[config.mk]
export PLATFORM = sky130hd
export DESIGN_NAME = teclado_control_barrido
export DESIGN_NICKNAME = d
export VERILOG_FILES = /design/src/rtl/teclado_pkg.sv /design/src/rtl/teclado_tick_gen.sv /design/src/rtl/teclado_control_barrido.sv
export SDC_FILE = /design/constraint.sdc
export NUM_CORES = 1
export LEC_CHECK = 0
export ABC_AREA = 1
export CAP_MARGIN = 15
export CORE_ASPECT_RATIO = 0.6
export CORE_MARGIN = 5
export CORE_UTILIZATION = 63
export CTS_BUF_LIST = sky130_fd_sc_hd__clkbuf_4 sky130_fd_sc_hd__clkbuf_8
export DETAILED_ROUTE_END_ITERATION = 8
export DONT_BUFFER_PORTS = 1
export PLACE_DENSITY = 0.79
export SLEW_MARGIN = 15
export SYNTH_ARGS = -nofsm -noshare
export SYNTH_HDL_FRONTEND = slang
export SYNTH_SLANG_ARGS = --single-unit
[constraint.sdc]
create_clock -name clk_50 -period 1.55 [get_ports clk_50]
set_input_delay 0.31 -clock clk_50 [delete_from_list [all_inputs] [get_ports clk_50]]
set_output_delay 0.31 -clock clk_50 [all_outputs]
set_load 0.03 [all_outputs]
[src/rtl/teclado_pkg.sv]
// Shared types and constants for the 4x4 keypad scan sequencer.
// Holds the scan state enum and the lowest-active-column encoder.
package teclado_pkg;

  localparam int FILAS   = 4;
  localparam int COLS    = 4;
  localparam int TECLA_W = 4;

  typedef enum logic [1:0] {
    BARRIDO,
    REBOTE,
    PRESIONADA,
    LIBERACION
  } estado_t;

  // Lowest set bit wins, so column 0 has priority when several columns are active.
  function automatic logic [1:0] bit_menor(input logic [COLS-1:0] v);
    logic [1:0] res;
    res = 2'd0;
    for (int i = COLS - 1; i >= 0; i--) begin
      if (v[i]) begin
        res = 2'(i);
      end
    end
    return res;
  endfunction

endpackage

[src/rtl/teclado_tick_gen.sv]
// Scan tick generator: one-cycle strobe every DIV clocks while hab_in is high.
// Dropping hab_in freezes the counter, so no tick is produced.
module teclado_tick_gen #(
  parameter int DIV = 50000
) (
  input  logic clk_50,
  input  logic rst_n,
  input  logic hab_in,
  output logic tick
);

  localparam int CW = $clog2(DIV);
  localparam logic [CW-1:0] CNT_MAX = CW'(DIV - 1);

  logic [CW-1:0] cnt;

  assign tick = hab_in && (cnt == CNT_MAX);

  always_ff @(posedge clk_50 or negedge rst_n) begin
    if (!rst_n) begin
      cnt <= '0;
    end else if (hab_in) begin
      if (cnt == CNT_MAX) begin
        cnt <= '0;
      end else begin
        cnt <= cnt + CW'(1);
      end
    end
  end

endmodule

[src/rtl/teclado_control_barrido.sv]
// Row scan, debounce and valid/ack key delivery for a 4x4 membrane keypad.
// Define TECLADO_AUTOREPEAT_EN to re-report a held key every REP_TICKS ticks.
module teclado_control_barrido
  import teclado_pkg::*;
#(
  parameter int DIV       = 50000,
  parameter int DEB_COUNT = 8
`ifdef TECLADO_AUTOREPEAT_EN
  ,
  parameter int REP_TICKS = 250
`endif
) (
  input  logic               clk_50,
  input  logic               rst_n,
  input  logic               hab_in,
  input  logic [COLS-1:0]    col_in,
  output logic [FILAS-1:0]   fila_out,
  output logic [1:0]         index_out,
  output logic [TECLA_W-1:0] tecla_out,
  output logic               valida_out,
  input  logic               ack_in,
  output logic               perdida_out
);

  localparam int DEB_W = (DEB_COUNT > 1) ? $clog2(DEB_COUNT) : 1;
  localparam logic [DEB_W-1:0] DEB_MAX = DEB_W'(DEB_COUNT - 1);

`ifdef TECLADO_AUTOREPEAT_EN
  localparam int REP_W = (REP_TICKS > 1) ? $clog2(REP_TICKS) : 1;
  localparam logic [REP_W-1:0] REP_MAX = REP_W'(REP_TICKS - 1);

  logic [REP_W-1:0] rep_cnt, rep_cnt_sig;
`endif

  logic            tick;
  logic [COLS-1:0] col_meta, col_sync, col_act;
  estado_t         estado, estado_sig;
  logic [1:0]      col_cap, col_cap_sig;
  logic [DEB_W-1:0] deb_cnt, deb_cnt_sig;
  logic [1:0]      index_sig;
  logic            carga;

  teclado_tick_gen #(
    .DIV(DIV)
  ) u_tick (
    .clk_50(clk_50),
    .rst_n (rst_n),
    .hab_in(hab_in),
    .tick  (tick)
  );

  // Columns idle high through the pull-ups, hence the all-ones reset.
  always_ff @(posedge clk_50 or negedge rst_n) begin
    if (!rst_n) begin
      col_meta <= '1;
      col_sync <= '1;
    end else begin
      col_meta <= col_in;
      col_sync <= col_meta;
    end
  end

  assign col_act = ~col_sync;

  always_comb begin
    estado_sig  = estado;
    col_cap_sig = col_cap;
    deb_cnt_sig = deb_cnt;
    index_sig   = index_out;
    carga       = 1'b0;
`ifdef TECLADO_AUTOREPEAT_EN
    rep_cnt_sig = rep_cnt;
`endif
    if (tick) begin
      case (estado)
        BARRIDO: begin
          if (col_act == '0) begin
            index_sig = index_out + 2'd1;
          end else begin
            col_cap_sig = bit_menor(col_act);
            deb_cnt_sig = '0;
            estado_sig  = REBOTE;
          end
        end
        REBOTE: begin
          if (col_act[col_cap]) begin
            if (deb_cnt == DEB_MAX) begin
              carga      = 1'b1;
              estado_sig = PRESIONADA;
`ifdef TECLADO_AUTOREPEAT_EN
              rep_cnt_sig = '0;
`endif
            end else begin
              deb_cnt_sig = deb_cnt + DEB_W'(1);
            end
          end else begin
            estado_sig = BARRIDO;
            index_sig  = index_out + 2'd1;
          end
        end
        PRESIONADA: begin
          if (!col_act[col_cap]) begin
            deb_cnt_sig = '0;
            estado_sig  = LIBERACION;
          end
`ifdef TECLADO_AUTOREPEAT_EN
          else if (rep_cnt == REP_MAX) begin
            carga       = 1'b1;
            rep_cnt_sig = '0;
          end else begin
            rep_cnt_sig = rep_cnt + REP_W'(1);
          end
`endif
        end
        LIBERACION: begin
          if (!col_act[col_cap]) begin
            if (deb_cnt == DEB_MAX) begin
              estado_sig = BARRIDO;
              index_sig  = index_out + 2'd1;
            end else begin
              deb_cnt_sig = deb_cnt + DEB_W'(1);
            end
          end else begin
            estado_sig = PRESIONADA;
`ifdef TECLADO_AUTOREPEAT_EN
            rep_cnt_sig = '0;
`endif
          end
        end
        default: estado_sig = BARRIDO;
      endcase
    end
  end

  // Row drive is registered from the next index so it always matches index_out.
  always_ff @(posedge clk_50 or negedge rst_n) begin
    if (!rst_n) begin
      estado    <= BARRIDO;
      col_cap   <= 2'd0;
      deb_cnt   <= '0;
      index_out <= 2'd0;
      fila_out  <= 4'b1110;
`ifdef TECLADO_AUTOREPEAT_EN
      rep_cnt   <= '0;
`endif
    end else begin
      estado    <= estado_sig;
      col_cap   <= col_cap_sig;
      deb_cnt   <= deb_cnt_sig;
      index_out <= index_sig;
      fila_out  <= ~(FILAS'(1) << index_sig);
`ifdef TECLADO_AUTOREPEAT_EN
      rep_cnt   <= rep_cnt_sig;
`endif
    end
  end

  // A load always beats an ack in the same cycle; overwriting an unread code flags a loss.
  always_ff @(posedge clk_50 or negedge rst_n) begin
    if (!rst_n) begin
      tecla_out   <= '0;
      valida_out  <= 1'b0;
      perdida_out <= 1'b0;
    end else begin
      perdida_out <= 1'b0;
      if (carga) begin
        tecla_out   <= {index_out, col_cap};
        valida_out  <= 1'b1;
        perdida_out <= valida_out && !ack_in;
      end else if (ack_in && valida_out) begin
        valida_out <= 1'b0;
      end
    end
  end

endmodule

# Word-level counts from Yosys, hierarchy flattened
# Index checks and enable logic that the tools add are counted.
[word_totals] ff_bits=43 inputBits=8 output_inout_bits=12 word_cells=73
[op_classes] addsub=3 order_cmp=1 n_eq_ne=11 n_shift=1 n_mux=33 bitwise=3 reduce_logical=10
[op_table] op="$mux W2" n=15
[op_table] op="$add A16 B1 Y16 const B" n=1
[op_table] op="$eq A16 B16 Y1 const B" n=1
[op_table] op="$mux W16" n=1
[op_table] op="$mux W3" n=5
[op_table] op="$pmux W3 S4" n=1
[op_table] op="$reduce_and A5 Y1" n=2
[op_table] op="$mux W1" n=8
[op_table] op="$ne A2 B2 Y1 const B" n=4
[op_table] op="$not A4 Y4" n=2
[op_table] op="$pmux W2 S4" n=1
[op_table] op="$ne A3 B3 Y1 const B" n=2
[op_table] op="$pmux W2 S3" n=1
[op_table] op="$eq A2 B2 Y1 const B" n=2
[op_table] op="$logic_not A4 Y1" n=1
[op_table] op="$shl A1 B2 Y4 const A" n=1
[op_table] op="$add A3 B1 Y3 const B" n=1
[op_table] op="$eq A3 B3 Y1 const B" n=1
[op_table] op="$logic_and A1 B1 Y1" n=3
[op_table] op="$lt A2 B3 Y1 const B" n=1
[op_table] op="$reduce_and A3 Y1" n=1
[op_table] op="$add A2 B1 Y2 const B" n=1
[op_table] op="$bmux W1 S2" n=1
[op_table] op="$eq A2 B1 Y1 const B" n=1
[op_table] op="4 further kinds" n=4

# Logic depth before layout (Yosys ltp)
[logic_depth] ltp_word=8 depth_mapped=11 depth_no_buf=11

# Hierarchy
# Synthesis repeated with hierarchy kept, for this count alone.
[hier_totals] cells_unflattened=270 area_unflattened_um2=2248.4
[modules_own_cells] mod="teclado_control_barrido" n_inst=1 cells_each=133 area_each_um2=1266.2 seq_area_each_um2=689.4
[modules_own_cells] mod="teclado_tick_gen" n_inst=1 cells_each=137 area_each_um2=982.2 seq_area_each_um2=400.4

# Worst setup path before layout
# Ideal clock, no wire load.
[synth_timing] path_kind="register -> register" startpoint="register deb_cnt[0]" endpoint="register deb_cnt[2]" setup_ns=0.117 t_arrival_ns=1.282 required_ns=1.433 setup_slack_ns=0.151 stages_incl_launch_ff=9 n_path_buf=0 period_less_slack_ns=1.399 path_cell_list="dfrtp_1 ha_1 ha_1 inv_1 o21ai_1 a21oi_2 nand2_1 nand2_1 nand2_1"
[synth_between] elab_chain_len=4 word_cells_on_any_way=6 classes_between="1 x add/sub; 1 x eq/ne; 4 x mux"
[synth_lines] element="start, declared" line="teclado_control_barrido.sv:39" text="logic [DEB_W-1:0] deb_cnt, deb_cnt_sig;"
[synth_lines] element="start signal, assigned" line="teclado_control_barrido.sv:149" text="deb_cnt <= deb_cnt_sig;"
[synth_lines] element="$add A3 B1 Y3 or $eq A3 B3 Y1 (tied branches)"
[synth_lines] element="$mux W3 (*)" line="teclado_control_barrido.sv:87, teclado_control_barrido.sv:117"
[synth_lines] element="$mux W3, on equally long branches" line="teclado_control_barrido.sv:116, teclado_control_barrido.sv:86"
[synth_lines] element="$pmux W3 S4 (*)" line="teclado_control_barrido.sv:75" text="case (estado)"
# Every way passes the cells marked *; elsewhere a longest branch is shown, timed or not. The select of a mux whose other input is x is not followed.
# A chain may end at the register's enable or synchronous reset.

==> metrics <==
met1 GRT Util=36.3%; global placement routability congestion=roughly 0.95; CP startpoint kind=flip-flop; Final Max Slew Viols=0; Lkg Pwr=1.39 nW; final setup fails=0; critical hold path startpoint=ack_in; CTS root buf=clkbuf_8; Pint=1.84 mW; CP max stage cell=dfrtp_1; r2r setup slk=0.001 ns; fin util=80.8%; Clock Power Share=28.9%; final net count=352; DRC viols=0; total gr overflow=0; hpwl dp=roughly 4000 um; Global Route Usage Sum=a little under a quarter; clk slew on worst S/H paths=about 0.09 ns; critical path endpoint category=flip-flop; CTS tree=done; synth cell count leaders=nand2_1, inv_1, dfrtp_1, nor2_1, nand3_1; Clk Latency, worst-skew pair=between 0.3 and 0.4 ns; #FFs+latches synth=43; Hold Vio Cnt, Final=0; f_max=between 0.6 and 0.7 GHz; Syn Nets=around 310; worst setup path category=reg -> reg; number of port buffers=0; initial antenna violation count=0; top cells by area, synth=dfrtp_1, nand2_1, dfstp_2; syn_area_per_cell=roughly 7.9 um2; Initial Util=approximately two thirds; Gate power share=roughly 20%; minimum clock period=approximately 1.5 ns; Hold Crit Depth=1; Crit path largest cell delay=approximately 0.43 ns; TritonCTS Buffers=5; clock buffer depth=2; FF-to-FF End=col_cap[1]; CTS HTree Levels=2; Synth area leader=dfrtp_1; endpoint of the worst hold path=perdida_out; Vias/cell=5.62; reg2reg path depth=5; die area=approximately 5100 um2; DR pass1 iterations=5; Synth top area share=between 30% and 40%; grt peak-use layer=met1; number of global-route vias before repair=1930; Warnings, synthesis=0; critical-path cell list=nor2_1 -> inv_1 -> nor2_2 -> nand2_1 -> a32oi_1; asr flop ratio synth=100%; GR Util met3=5.92%; clk_skew=between 0.015 and 0.02 ns; Worst Path Max Fanout=5; Seq pwr share=51.4%; Area growth syn-to-layout=24.4%; routed via count=roughly 2.2k; Synth cell types=32; met2 Use GR=~33%; sw power=roughly 0.8 mW; die height=approximately 58 um; part of the Yosys area used for sequential elements=between 40% and 50%; ANT nets after route=0; P per Cell Area=between 800 and 900 nW/um2; Placed Cells=365; Cells after Synth=300; DRC violation total after the first TritonRoute iteration=195; top_reg_cell synth=dfrtp_1; core area=~3700 um2; # rows=17; Tcrit/Tclk final=between 90% and 100%; layout cell share with drive strength beyond 1=about a third; routed wire length=between 5000 and 6000 um; Die W=between 80 and 90 um; final cell count without fillers=388; Rel. slew slack=between 70% and 80%; top-count cell post-synth=nand2_1; worst slew pin tran=0.341 ns; RSZ-0062 raised after global routing=yes; clk sinks=43; total power=between 2 and 3 mW; Boundary Pins=20; Worst Hold Class=in -> reg; status=finished, final reports clean; Mapped Area=2380 um2; maximum VDD drop=0.811 mV; global-route wire length before repair=9240 um; Worst Path Arrival=between 1.5 and 2 ns; antenna cells=0; Max-cap violations=0; DR WL/cell=between 15 and 20 um; Post-synth EDFFs=0; Hold Worst Slack=between 0.06 and 0.07 ns; largest net degree at the start of global routing=44; Sw Ratio=between 30% and 40%; Critical Path RT=between 1.5 and 2 ns
## repair_timing
action                                 4_1_cts  5_1_grt
endpoints found under the hold margin       43        4
resized for setup                            3       52
setup endpoints to repair                    2       25
pin swaps                                    1       17
hold buffers                                 2        4
setup buffers                                0       10
## layout make-up
| class | count | area, um2 |
|---|---|---|
| fill | 229 | 701 |
| clock buffer | 7 | 90.1 |
| tap | 47 | 58.8 |
| multi-input combinational | 217 | 1270 |
| timing repair buffer | 37 | 303 |
| sequential | 43 | 1100 |
| clock inverter | 1 | 5.00 |
| inverter | 36 | 135 |
## registers in the layout, summed over array words and instances (netlist names), named ones only
name,flops
u_tick.cnt,16
col_meta,4
col_sync,4
fila_out,4
tecla_out,4
deb_cnt,3
col_cap,2
index_out,2
estado,1
perdida_out,1
valida_out,1
## logic make-up (layout without fill, tap and decap cells)
family | after synthesis | in the layout | share of synthesized area [%]
simple gates | 180 | 180 | 36.5
xor+xnor | 4 | 4 | 1.47
fa+ha+maj | 4 | 4 | 2.11
buf+inv | 40 | 81 | 7.53
flops | 43 | 43 | 45.8
compound gates | 29 | 29 | 6.53
## worst max path at each step
| stage | startpoint | endpoint | slack [ns] | cells past startpoint |
|---|---|---|---|---|
| 4_1_cts | u_tick.cnt[11] | flip-flop | 0.001 | 8 |
| 3_5_place_dp | deb_cnt[0] | fila_out[1] | 0.004 | 10 |
| 3_3_place_gp | deb_cnt[0] | fila_out[0] | 0.03 | 10 |
| 2_1_floorplan | deb_cnt[0] | deb_cnt[2] | 0.15 | 8 |
| 5_1_grt | u_tick.cnt[8] | fila_out[3] | -0.09 | 10 |
| 6_report | flip-flop | col_cap[1] | 0.001 | 5 |
## power groups by stage
stage                     registers, mW  logic, mW  clock network (mW)
final                              1.36      0.524               0.767
after global routing               1.38      0.584               0.821
after CTS                          1.34      0.396               0.771
after detailed placement           1.36      0.363                   0
after global placement             1.35      0.353                   0
after floorplan                    1.33      0.274                   0
## metal layers
| metal | up-vias | part of all wire (%) |
|---|---|---|
| met5 | - | 0 |
| met4 | 0 | 1.2 |
| met3 | 9 | 11 |
| met2 | 130 | 43 |
| met1 | 1005 | 45 |
| li1 | 1037 | - |
## through the flow
stage	setup slack [ns]	instance area (um2)	TNS, ns
after global routing	-0.0871	2960	-0.607
after floorplan	0.151	2380	0
final	0.00126	2960	0
after detailed placement	0.00419	2560	0
after CTS	0.00121	2690	0
after global placement	0.0276	2560	0
## critical path: cells and delay by family, from the launching register on
kind | cells | cell delay, ns
AND/OR/NAND/NOR | 3 | 0.73
flip-flops | 1 | 0.43
AO/OA/AOI/OAI | 1 | 0.21
buffers and inverters | 1 | 0.09
## layout by cell type, fill, tap and decap left out, types with 7 or more instances in the layout
cell	Yosys	layout
nand2_1	86	76
dfstp_2	11	11
nand2_2	6	14
buf_4	0	31
o21ai_0	15	12
dfrtp_2	0	7
nand3_1	29	23
dfrtp_1	32	25
nor2_1	32	24
inv_1	34	30
nor2_4	6	11
(Power assumes the default switching activity.)
